### src/rtl/vga_window_compositor.sv
// vga_window_compositor: overlays up to N_WIN programmable rectangles on a
// positioned camera video region, two-stage pixel pipeline.
// Window geometry is written into shadow registers and copied to the active
// set on the frame-start pulse, so a frame never shows a half-updated window.
// Optional build macro: VGA_WINDOW_ALPHA_EN (CTRL bit3 = 50% alpha blend).
// Config port: iCfg_we is a single-cycle write strobe that is always accepted
// (no ready); invalid field codes / window indices are dropped silently.
module vga_window_compositor #(
    parameter int              CW           = 10,
    parameter int              N_WIN        = 4,
    parameter int              H_ACTIVE     = 640,
    parameter int              V_ACTIVE     = 480,
    parameter int              VIDEO_X0     = 45,
    parameter int              VIDEO_Y0     = 139,
    parameter int              VIDEO_W      = 550,
    parameter int              VIDEO_H      = 380,
    parameter logic [CW-1:0]   FG_COLOR     = '1,
    parameter logic [CW-1:0]   BG_COLOR     = '0,
    parameter int              BLINK_FRAMES = 30,
    localparam int             AW           = 3 + $clog2(N_WIN)
) (
    input  logic          iCLK,
    input  logic          iRST_N,
    input  logic          iFrame_start,
    input  logic          iVideo_On,
    input  logic [10:0]   iVga_x,
    input  logic [10:0]   iVga_y,
    input  logic [CW-1:0] iRed,
    input  logic [CW-1:0] iGreen,
    input  logic [CW-1:0] iBlue,
    input  logic          iCfg_we,
    input  logic [AW-1:0] iCfg_addr,
    input  logic [10:0]   iCfg_data,
    output logic [CW-1:0] oRed,
    output logic [CW-1:0] oGreen,
    output logic [CW-1:0] oBlue,
    output logic          oPend
);

`ifdef VGA_WINDOW_ALPHA_EN
    localparam int CTRLW = 4;
`else
    localparam int CTRLW = 3;
`endif
    localparam int BCW = (BLINK_FRAMES > 1) ? $clog2(BLINK_FRAMES) : 1;
    localparam logic [11:0] L_VX0 = 12'(VIDEO_X0);
    localparam logic [11:0] L_VX1 = 12'(VIDEO_X0 + VIDEO_W);
    localparam logic [11:0] L_VY0 = 12'(VIDEO_Y0);
    localparam logic [11:0] L_VY1 = 12'(VIDEO_Y0 + VIDEO_H);
    localparam logic [11:0] L_HA  = 12'(H_ACTIVE);
    localparam logic [11:0] L_VA  = 12'(V_ACTIVE);

    // Shadow (written by config) and active (used for hit tests) window sets
    logic [10:0]      r_sh_x0 [N_WIN];
    logic [10:0]      r_sh_y0 [N_WIN];
    logic [10:0]      r_sh_w  [N_WIN];
    logic [10:0]      r_sh_h  [N_WIN];
    logic [CTRLW-1:0] r_sh_ctrl [N_WIN];
    logic [10:0]      r_ac_x0 [N_WIN];
    logic [10:0]      r_ac_y0 [N_WIN];
    logic [10:0]      r_ac_w  [N_WIN];
    logic [10:0]      r_ac_h  [N_WIN];
    logic [CTRLW-1:0] r_ac_ctrl [N_WIN];

    logic             r_pend;
    logic [BCW-1:0]   r_blink_cnt;
    logic             r_blink_ph;

    logic [AW-1:0]    w_idx;
    logic [2:0]       w_field;
    logic             w_wr_ok;
    logic             w_commit;
    logic             w_blink_wrap;
    logic             w_blink_ph;
    logic [11:0]      w_x12;
    logic [11:0]      w_y12;
    logic [N_WIN-1:0] w_hit;
    logic [N_WIN-1:0] w_inv;

    // Stage 1 registers
    logic [N_WIN-1:0] r_hit;
    logic [N_WIN-1:0] r_inv;
    logic             r_vid_on;
    logic             r_act;
    logic [CW-1:0]    r_vid_r, r_vid_g, r_vid_b;
`ifdef VGA_WINDOW_ALPHA_EN
    logic [N_WIN-1:0] w_alpha;
    logic [N_WIN-1:0] r_alpha;
`endif

    // Stage 2 colour select and output registers
    logic [CW-1:0]    w_col_r, w_col_g, w_col_b;
    logic [CW-1:0]    r_out_r, r_out_g, r_out_b;

    assign w_idx        = iCfg_addr >> 3;
    assign w_field      = iCfg_addr[2:0];
    assign w_wr_ok      = iCfg_we && (w_field <= 3'd4) && (w_idx < AW'(N_WIN));
    assign w_commit     = iFrame_start && r_pend;
    assign w_blink_wrap = (r_blink_cnt == BCW'(BLINK_FRAMES - 1));
    // On the frame-start cycle itself the pixel already belongs to the new
    // frame, so it sees the committing set and the updated blink phase.
    assign w_blink_ph   = (iFrame_start && w_blink_wrap) ? ~r_blink_ph : r_blink_ph;
    assign w_x12        = {1'b0, iVga_x};
    assign w_y12        = {1'b0, iVga_y};

    for (genvar g = 0; g < N_WIN; g++) begin : g_win
        logic [10:0]      w_x0, w_y0, w_w, w_h;
        logic [CTRLW-1:0] w_ctrl;
        logic [11:0]      w_x_end, w_y_end;
        assign w_x0    = w_commit ? r_sh_x0[g]   : r_ac_x0[g];
        assign w_y0    = w_commit ? r_sh_y0[g]   : r_ac_y0[g];
        assign w_w     = w_commit ? r_sh_w[g]    : r_ac_w[g];
        assign w_h     = w_commit ? r_sh_h[g]    : r_ac_h[g];
        assign w_ctrl  = w_commit ? r_sh_ctrl[g] : r_ac_ctrl[g];
        assign w_x_end = {1'b0, w_x0} + {1'b0, w_w};
        assign w_y_end = {1'b0, w_y0} + {1'b0, w_h};
        assign w_hit[g] = w_ctrl[0] && (!w_ctrl[1] || w_blink_ph)
                       && (w_x12 >= {1'b0, w_x0}) && (w_x12 < w_x_end)
                       && (w_y12 >= {1'b0, w_y0}) && (w_y12 < w_y_end);
        assign w_inv[g] = w_ctrl[2];
`ifdef VGA_WINDOW_ALPHA_EN
        assign w_alpha[g] = w_ctrl[3];
`endif
    end

`ifdef VGA_WINDOW_ALPHA_EN
    function automatic logic [CW-1:0] f_blend(input logic [CW-1:0] v);
        logic [CW:0] s;
        s = {1'b0, FG_COLOR} + {1'b0, v};
        return s[CW:1];
    endfunction
`endif

    // Shadow registers: accept config writes to valid fields
    always_ff @(posedge iCLK) begin
        if (!iRST_N) begin
            for (int i = 0; i < N_WIN; i++) begin
                r_sh_x0[i] <= '0; r_sh_y0[i] <= '0; r_sh_w[i] <= '0;
                r_sh_h[i]  <= '0; r_sh_ctrl[i] <= '0;
            end
        end else if (w_wr_ok) begin
            for (int i = 0; i < N_WIN; i++) begin
                if (w_idx == AW'(i)) begin
                    case (w_field)
                        3'd0:    r_sh_x0[i]   <= iCfg_data;
                        3'd1:    r_sh_y0[i]   <= iCfg_data;
                        3'd2:    r_sh_w[i]    <= iCfg_data;
                        3'd3:    r_sh_h[i]    <= iCfg_data;
                        3'd4:    r_sh_ctrl[i] <= iCfg_data[CTRLW-1:0];
                        default: ;
                    endcase
                end
            end
        end
    end

    // Active set: copy the whole shadow set at a frame start with a pending commit
    always_ff @(posedge iCLK) begin
        if (!iRST_N) begin
            for (int i = 0; i < N_WIN; i++) begin
                r_ac_x0[i] <= '0; r_ac_y0[i] <= '0; r_ac_w[i] <= '0;
                r_ac_h[i]  <= '0; r_ac_ctrl[i] <= '0;
            end
        end else if (w_commit) begin
            for (int i = 0; i < N_WIN; i++) begin
                r_ac_x0[i] <= r_sh_x0[i]; r_ac_y0[i] <= r_sh_y0[i];
                r_ac_w[i]  <= r_sh_w[i];  r_ac_h[i]  <= r_sh_h[i];
                r_ac_ctrl[i] <= r_sh_ctrl[i];
            end
        end
    end

    // Pending flag: a write in the commit cycle keeps it set for the next frame
    always_ff @(posedge iCLK) begin
        if (!iRST_N)       r_pend <= 1'b0;
        else if (w_wr_ok)  r_pend <= 1'b1;
        else if (w_commit) r_pend <= 1'b0;
    end

    // Blink frame counter and visibility phase
    always_ff @(posedge iCLK) begin
        if (!iRST_N) begin
            r_blink_cnt <= '0;
            r_blink_ph  <= 1'b1;
        end else if (iFrame_start) begin
            if (w_blink_wrap) begin
                r_blink_cnt <= '0;
                r_blink_ph  <= ~r_blink_ph;
            end else begin
                r_blink_cnt <= r_blink_cnt + 1'b1;
            end
        end
    end

    // Stage 1: register hit vector, region flags and the video pixel
    always_ff @(posedge iCLK) begin
        if (!iRST_N) begin
            r_hit <= '0; r_inv <= '0; r_vid_on <= 1'b0; r_act <= 1'b0;
            r_vid_r <= '0; r_vid_g <= '0; r_vid_b <= '0;
`ifdef VGA_WINDOW_ALPHA_EN
            r_alpha <= '0;
`endif
        end else begin
            r_hit    <= w_hit;
            r_inv    <= w_inv;
            r_vid_on <= iVideo_On && (w_x12 >= L_VX0) && (w_x12 < L_VX1)
                                  && (w_y12 >= L_VY0) && (w_y12 < L_VY1);
            r_act    <= (w_x12 < L_HA) && (w_y12 < L_VA);
            r_vid_r  <= iRed; r_vid_g <= iGreen; r_vid_b <= iBlue;
`ifdef VGA_WINDOW_ALPHA_EN
            r_alpha  <= w_alpha;
`endif
        end
    end

    // Priority select: lowest-index window, then video, then background
    always_comb begin
        w_col_r = BG_COLOR; w_col_g = BG_COLOR; w_col_b = BG_COLOR;
        if (r_act) begin
            if (r_vid_on) begin
                w_col_r = r_vid_r; w_col_g = r_vid_g; w_col_b = r_vid_b;
            end
            // Walk from the highest index down so the lowest hit wins
            for (int i = N_WIN - 1; i >= 0; i--) begin
                if (r_hit[i]) begin
                    if (r_inv[i]) begin
                        w_col_r = ~r_vid_r; w_col_g = ~r_vid_g; w_col_b = ~r_vid_b;
                    end
`ifdef VGA_WINDOW_ALPHA_EN
                    else if (r_alpha[i]) begin
                        w_col_r = f_blend(r_vid_r);
                        w_col_g = f_blend(r_vid_g);
                        w_col_b = f_blend(r_vid_b);
                    end
`endif
                    else begin
                        w_col_r = FG_COLOR; w_col_g = FG_COLOR; w_col_b = FG_COLOR;
                    end
                end
            end
        end
    end

    // Stage 2: register the composited colour
    always_ff @(posedge iCLK) begin
        if (!iRST_N) begin
            r_out_r <= '0; r_out_g <= '0; r_out_b <= '0;
        end else begin
            r_out_r <= w_col_r; r_out_g <= w_col_g; r_out_b <= w_col_b;
        end
    end

    assign oRed   = r_out_r;
    assign oGreen = r_out_g;
    assign oBlue  = r_out_b;
    assign oPend  = r_pend;

endmodule

### config.mk
export PLATFORM = sky130hd
export DESIGN_NAME = vga_window_compositor
export DESIGN_NICKNAME = d
export VERILOG_FILES = /design/src/rtl/vga_window_compositor.sv
export SDC_FILE = /design/constraint.sdc
export NUM_CORES = 1
export LEC_CHECK = 0
export BUFFER_PORTS_ARGS = -buffer_cell sky130_fd_sc_hd__buf_2
export CAP_MARGIN = 20
export CORE_MARGIN = 2
export CORE_UTILIZATION = 25
export DETAILED_ROUTE_END_ITERATION = 10
export PLACE_DENSITY = 0.44
export SYNTH_ARGS = -nofsm -noshare
export SYNTH_HDL_FRONTEND = slang
export SYNTH_SLANG_ARGS = --single-unit
### constraint.sdc
create_clock -name iCLK -period 5.4 [get_ports iCLK]
set_input_delay 0.54 -clock iCLK [delete_from_list [all_inputs] [get_ports iCLK]]
set_output_delay 0.54 -clock iCLK [all_outputs]
set_load 0.01 [all_outputs]
==> impl_summary.md <==
Yosys
In this run, synthesis produced a sequential element count of 453. Yosys attributes the largest share of cell area to sky130_fd_sc_hd__edfxtp_1, sky130_fd_sc_hd__ha_1, sky130_fd_sc_hd__and2_1. Summed over its instances, the top area cell type makes up 41.8% of the synthesized netlist area. The cell count after synthesis is 2,687. Counting flops with a built-in enable in the synthesized netlist gives 376. Counting distinct cell types in the post-synthesis netlist gives 76. By area, the combinational part of the netlist is dominated by simple AND/OR/NAND/NOR gates. The post-synthesis adder-cell area fraction is 11.9%. The multiplexer fraction of the synthesized cell area is 2.47%. The number of warnings issued by yosys is 0. After synthesis, flip-flops and latches occupy 47.5% of the total area. The share of flip-flops with an asynchronous set or reset after synthesis is 0%. Summing the areas of all xor and xnor instances in the mapped netlist gives 3.34% of the synthesized area. Summed over all instances, the cell type with the most area after synthesis is sky130_fd_sc_hd__edfxtp_1. A synthesized cell averages 10.1 um2.

In the synthesized netlist the dominant register cell turns out to be sky130_fd_sc_hd__edfxtp_1. The area fraction in compound gates after synthesis is 11.5%. Summing the areas of all and, or, nand and nor instances in the mapped netlist gives 19.7% of the synthesized area. The cell area that synthesis handed to floorplanning was 0.0270 mm2.

The number of nets in the synthesized netlist is 3,010.

Placement
Buffers placed on the I/O ports in this run total 103. The post-DP HPWL is 55,700 um. In this run, placement finished with an instance count of 4,111. At the end of routability-driven placement, the weighted congestion stood at 0.795. Before CTS, the worst setup slack after placement is 0.504 ns.

Drt
The routed wirelength normalized by instance count is 19.9 um. The total via count in the routed design is 19,500. The detailed router finished its first iteration with 1,298 violations. The remaining antenna violation count after routing is 0.

For this run, design rule violations remaining after detail routing come to 0. Dividing the detail-routed via count by the number of cells gives 4.61. Wires add up to 83,900 um. The first-pass iteration count of the detailed router is 5.

Global route
Entering global routing, the biggest net connects 154 pins. The number of global-route vias before repair is 19,500. Global routing used 24.6% of the available met2 tracks. The first global-routing pass estimated 127,000 um of wire. The global-route layer with the greatest usage is met2. The all-layer global routing usage is 15.0%. The number of antenna violations at the first check in global routing is 19. Global routing consumed, on the met3 layer, 1.67% of the routing resources. For this run the aggregate overflow at the end of global routing stands at 0. Global routing consumed, on the met1 layer, 21.3% of the routing resources.

Power and ir drop
The switching power is 0.00258 W. The share of total power dissipated in the clock network is 40.2%. For this design the ratio of total power to cell area is 301 mW/mm2. Summed over all cells, the static leakage comes to 13.2 nW. The cell-internal power is 0.00678 W.

Total power for the finished layout comes to 0.00936 W. The part of the power in combinational logic is 16.5%. The highest ir drop seen on vdd is 206 uV. The power share of the sequential group is 43.3%. The switching power share of the total is 27.5%.

Worst hold path
The instance count along the most critical hold path is 2. The class of the most critical hold timing path is in2reg.

STA
The peak clock frequency supported by timing is 0.214 GHz. The slew at the pin closest to its max-slew limit is 1.03 ns. The clock arrives with 0.0169 ns of skew. Setup repair after global routing left no endpoint under its margin. The count of endpoints failing hold in the final timing report is 0.

The count of final setup violators is 0. The max-slew violation total from the final report was 0. The share of the clock period used by the worst path after layout is 86.6%. The remaining max-slew budget at the tightest pin is 31.3%.

The smallest setup slack after layout is 0.725 ns. The summed negative setup slack over all endpoints is 0 ns. The clock period minus worst slack is 4.68 ns.

Worst setup path
The worst setup path category is reg2reg. STA classifies the critical path startpoint as a flip-flop. The sort of element at the end of the critical path is a flip-flop.

The required time of the critical path is 5.96 ns. The maximum fanout along the worst path is 28. The critical path data arrival time is 5.24 ns. The count of cells along the worst register-to-register path is 18.

Die
The die is 333 um wide. The floorplan step defined a core boundary enclosing 0.107 mm2. For this configuration, the core starts out at a cell density of 25.2%. The area of the die is 0.111 mm2. In this run the vertical extent of the chip is 333 um. The count of pins on the block boundary is 104. The cell row count is 120.

Clocking
After clock tree synthesis, the clock-pin slew on the worst setup and hold paths is 0.06 ns. For this design, the sink count on the clock tree is 453. After clock tree synthesis, the setup repair step added 0 buffers. The tree is rooted in a sky130_fd_sc_hd__clkbuf_16. In this run, post-CTS repair resized a total of 0 instances. The CTS tree is done. Buffers inserted to repair hold after CTS numbered 0. The clock passes through at most 3 buffers. The number of clock buffers added by TritonCTS is 56. The clock insertion delay at the later pin of the skew report is 0.62 ns. The H-tree depth is 2.

Finish
Leaving out filler cells and counting taps, the final layout contains 4,221. The layout net count is 3,092. The area growth from synthesis to layout is 15.0%. The fraction of final layout cells with drive strength greater than 1 is 9.09%.

Outcome
The flow ran to the end, and the final reports show no timing, DRC or antenna violations.

Job
Max-cap violations in this run came to 0.
==> flip-flops by register name, indices dropped and copies added (netlist names), 12 cells and up <==
| name | cells |
|---|---|
| r_sh_h | 44 |
| r_ac_h | 44 |
| r_sh_y0 | 44 |
| r_sh_x0 | 44 |
| r_ac_y0 | 44 |
| r_ac_ctrl | 12 |
| r_sh_ctrl | 12 |
| r_sh_w | 44 |
| r_ac_w | 44 |
| r_ac_x0 | 44 |
==> metal layers <==
| metal | part of all wire [%] | vias to the layer above |
|---|---|---|
| li1 | - | 9618 |
| met1 | 48 | 9371 |
| met2 | 46 | 377 |
| met3 | 4.2 | 84 |
| met4 | 1.8 | 6 |
| met5 | 0.041 | - |
==> cells in the mapped netlist, types with 43 or more instances <==
library cell               instances
sky130_fd_sc_hd__dfxtp_1          77
sky130_fd_sc_hd__a21oi_1         183
sky130_fd_sc_hd__o21ai_0         124
sky130_fd_sc_hd__nand2_1         417
sky130_fd_sc_hd__and2_1          413
sky130_fd_sc_hd__xnor2_1          50
sky130_fd_sc_hd__xor2_1           53
sky130_fd_sc_hd__edfxtp_1        376
sky130_fd_sc_hd__ha_1            246
sky130_fd_sc_hd__inv_1           120
sky130_fd_sc_hd__mux2i_1          63
sky130_fd_sc_hd__a21o_1           43
sky130_fd_sc_hd__clkbuf_1        118
sky130_fd_sc_hd__nor2_1           97
==> cell families after synthesis <==
kind of cell / after synthesis
and+or+nand+nor: 1057
xor gates and xnor gates: 103
DFF: 453
muxes: 65
buffers and inverters: 252
AOI/OAI and AO/OA: 502
adders and majority gates: 255
==> cells in the final DEF (no fill, tap or decap), drive strengths merged, types with 5 or more instances in the layout <==
| master | n |
|---|---|
| nor2b | 15 |
| a2111oi | 13 |
| mux2i | 65 |
| a21boi | 7 |
| dfxtp | 77 |
| clkbuf | 80 |
| a21o | 43 |
| or3 | 7 |
| xor2 | 53 |
| nand2b | 18 |
| a211oi | 21 |
| o2111ai | 6 |
| o31ai | 6 |
| nand4 | 18 |
| o21ai | 126 |
| a21oi | 183 |
| nor2 | 97 |
| inv | 121 |
| clkinv | 17 |
| a31oi | 11 |
| a221oi | 26 |
| buf | 156 |
| nand2 | 417 |
| nor4 | 5 |
| nand3 | 21 |
| o21bai | 6 |
| and2 | 414 |
| and3 | 10 |
| o21a | 8 |
| bufinv | 5 |
| o211ai | 11 |
| maj3 | 5 |
| edfxtp | 376 |
| xnor2 | 50 |
| ha | 246 |
| nor3 | 14 |
| a311oi | 5 |
==> per-stage QoR <==
step	util [%]	hold WS [ns]	cell area, um2
2_1_floorplan	-	0.419	27000
3_3_place_gp	27.3	0.432	29200
4_1_cts	29.0	0.0823	31100
5_1_grt	29.0	0.109	31100
6_report	29.0	0.126	31100
3_5_place_dp	27.3	0.429	29200
==> final timing paths <==
check	startpoint	slack, ns	end
worst max-delay path	oPend	0.72	r_hit[2]
worst min-delay path	iRed[3]	0.13	r_vid_r[3]
worst max register to register	oPend	0.72	r_hit[2]
worst min register to register	r_ac_ctrl[2][2]	0.44	r_inv[2]
==> power by group through the flow <==
stage                     Combinational [W]  Clock, W  Sequential, W
after detailed placement            0.00155         0        0.00412
final                               0.00154   0.00376        0.00405
after global placement              0.00155         0        0.00412
after floorplan                     0.00105         0        0.00410
after CTS                           0.00156   0.00387        0.00405
after global routing                0.00176   0.00400        0.00407
==> cell type report <==
| type | instances | area [um2] |
|---|---|---|
| fillers | 11300 | 76100 |
| clock inverters | 25 | 267 |
| inverters | 120 | 458 |
| diodes | 2 | 5.00 |
| multi-input cells | 1982 | 13200 |
| clock buffers | 80 | 1540 |
| repair buffers | 156 | 987 |
| well taps | 1403 | 1760 |
| flip-flops and latches | 453 | 12800 |
==> worst max-delay path, cell delays in order (launching register included) <==
cell and delay (ns):
sky130_fd_sc_hd__dfxtp_1 0.49, sky130_fd_sc_hd__nand2_4 0.22, sky130_fd_sc_hd__buf_12 0.24, sky130_fd_sc_hd__buf_4 0.23
sky130_fd_sc_hd__nand2_1 0.09, sky130_fd_sc_hd__nand2_1 0.16, sky130_fd_sc_hd__fa_1 0.47, sky130_fd_sc_hd__a21o_1 0.17
sky130_fd_sc_hd__a21oi_1 0.21, sky130_fd_sc_hd__nor2b_1 0.08, sky130_fd_sc_hd__o21a_1 0.19, sky130_fd_sc_hd__o41ai_2 0.39
sky130_fd_sc_hd__mux2i_1 0.13, sky130_fd_sc_hd__a2111oi_0 0.57, sky130_fd_sc_hd__ha_1 0.34, sky130_fd_sc_hd__a21oi_1 0.14
sky130_fd_sc_hd__nor3_1 0.07, sky130_fd_sc_hd__o211ai_1 0.18, sky130_fd_sc_hd__o2111a_1 0.23
Note: power is estimated with default switching activity, not from simulation.
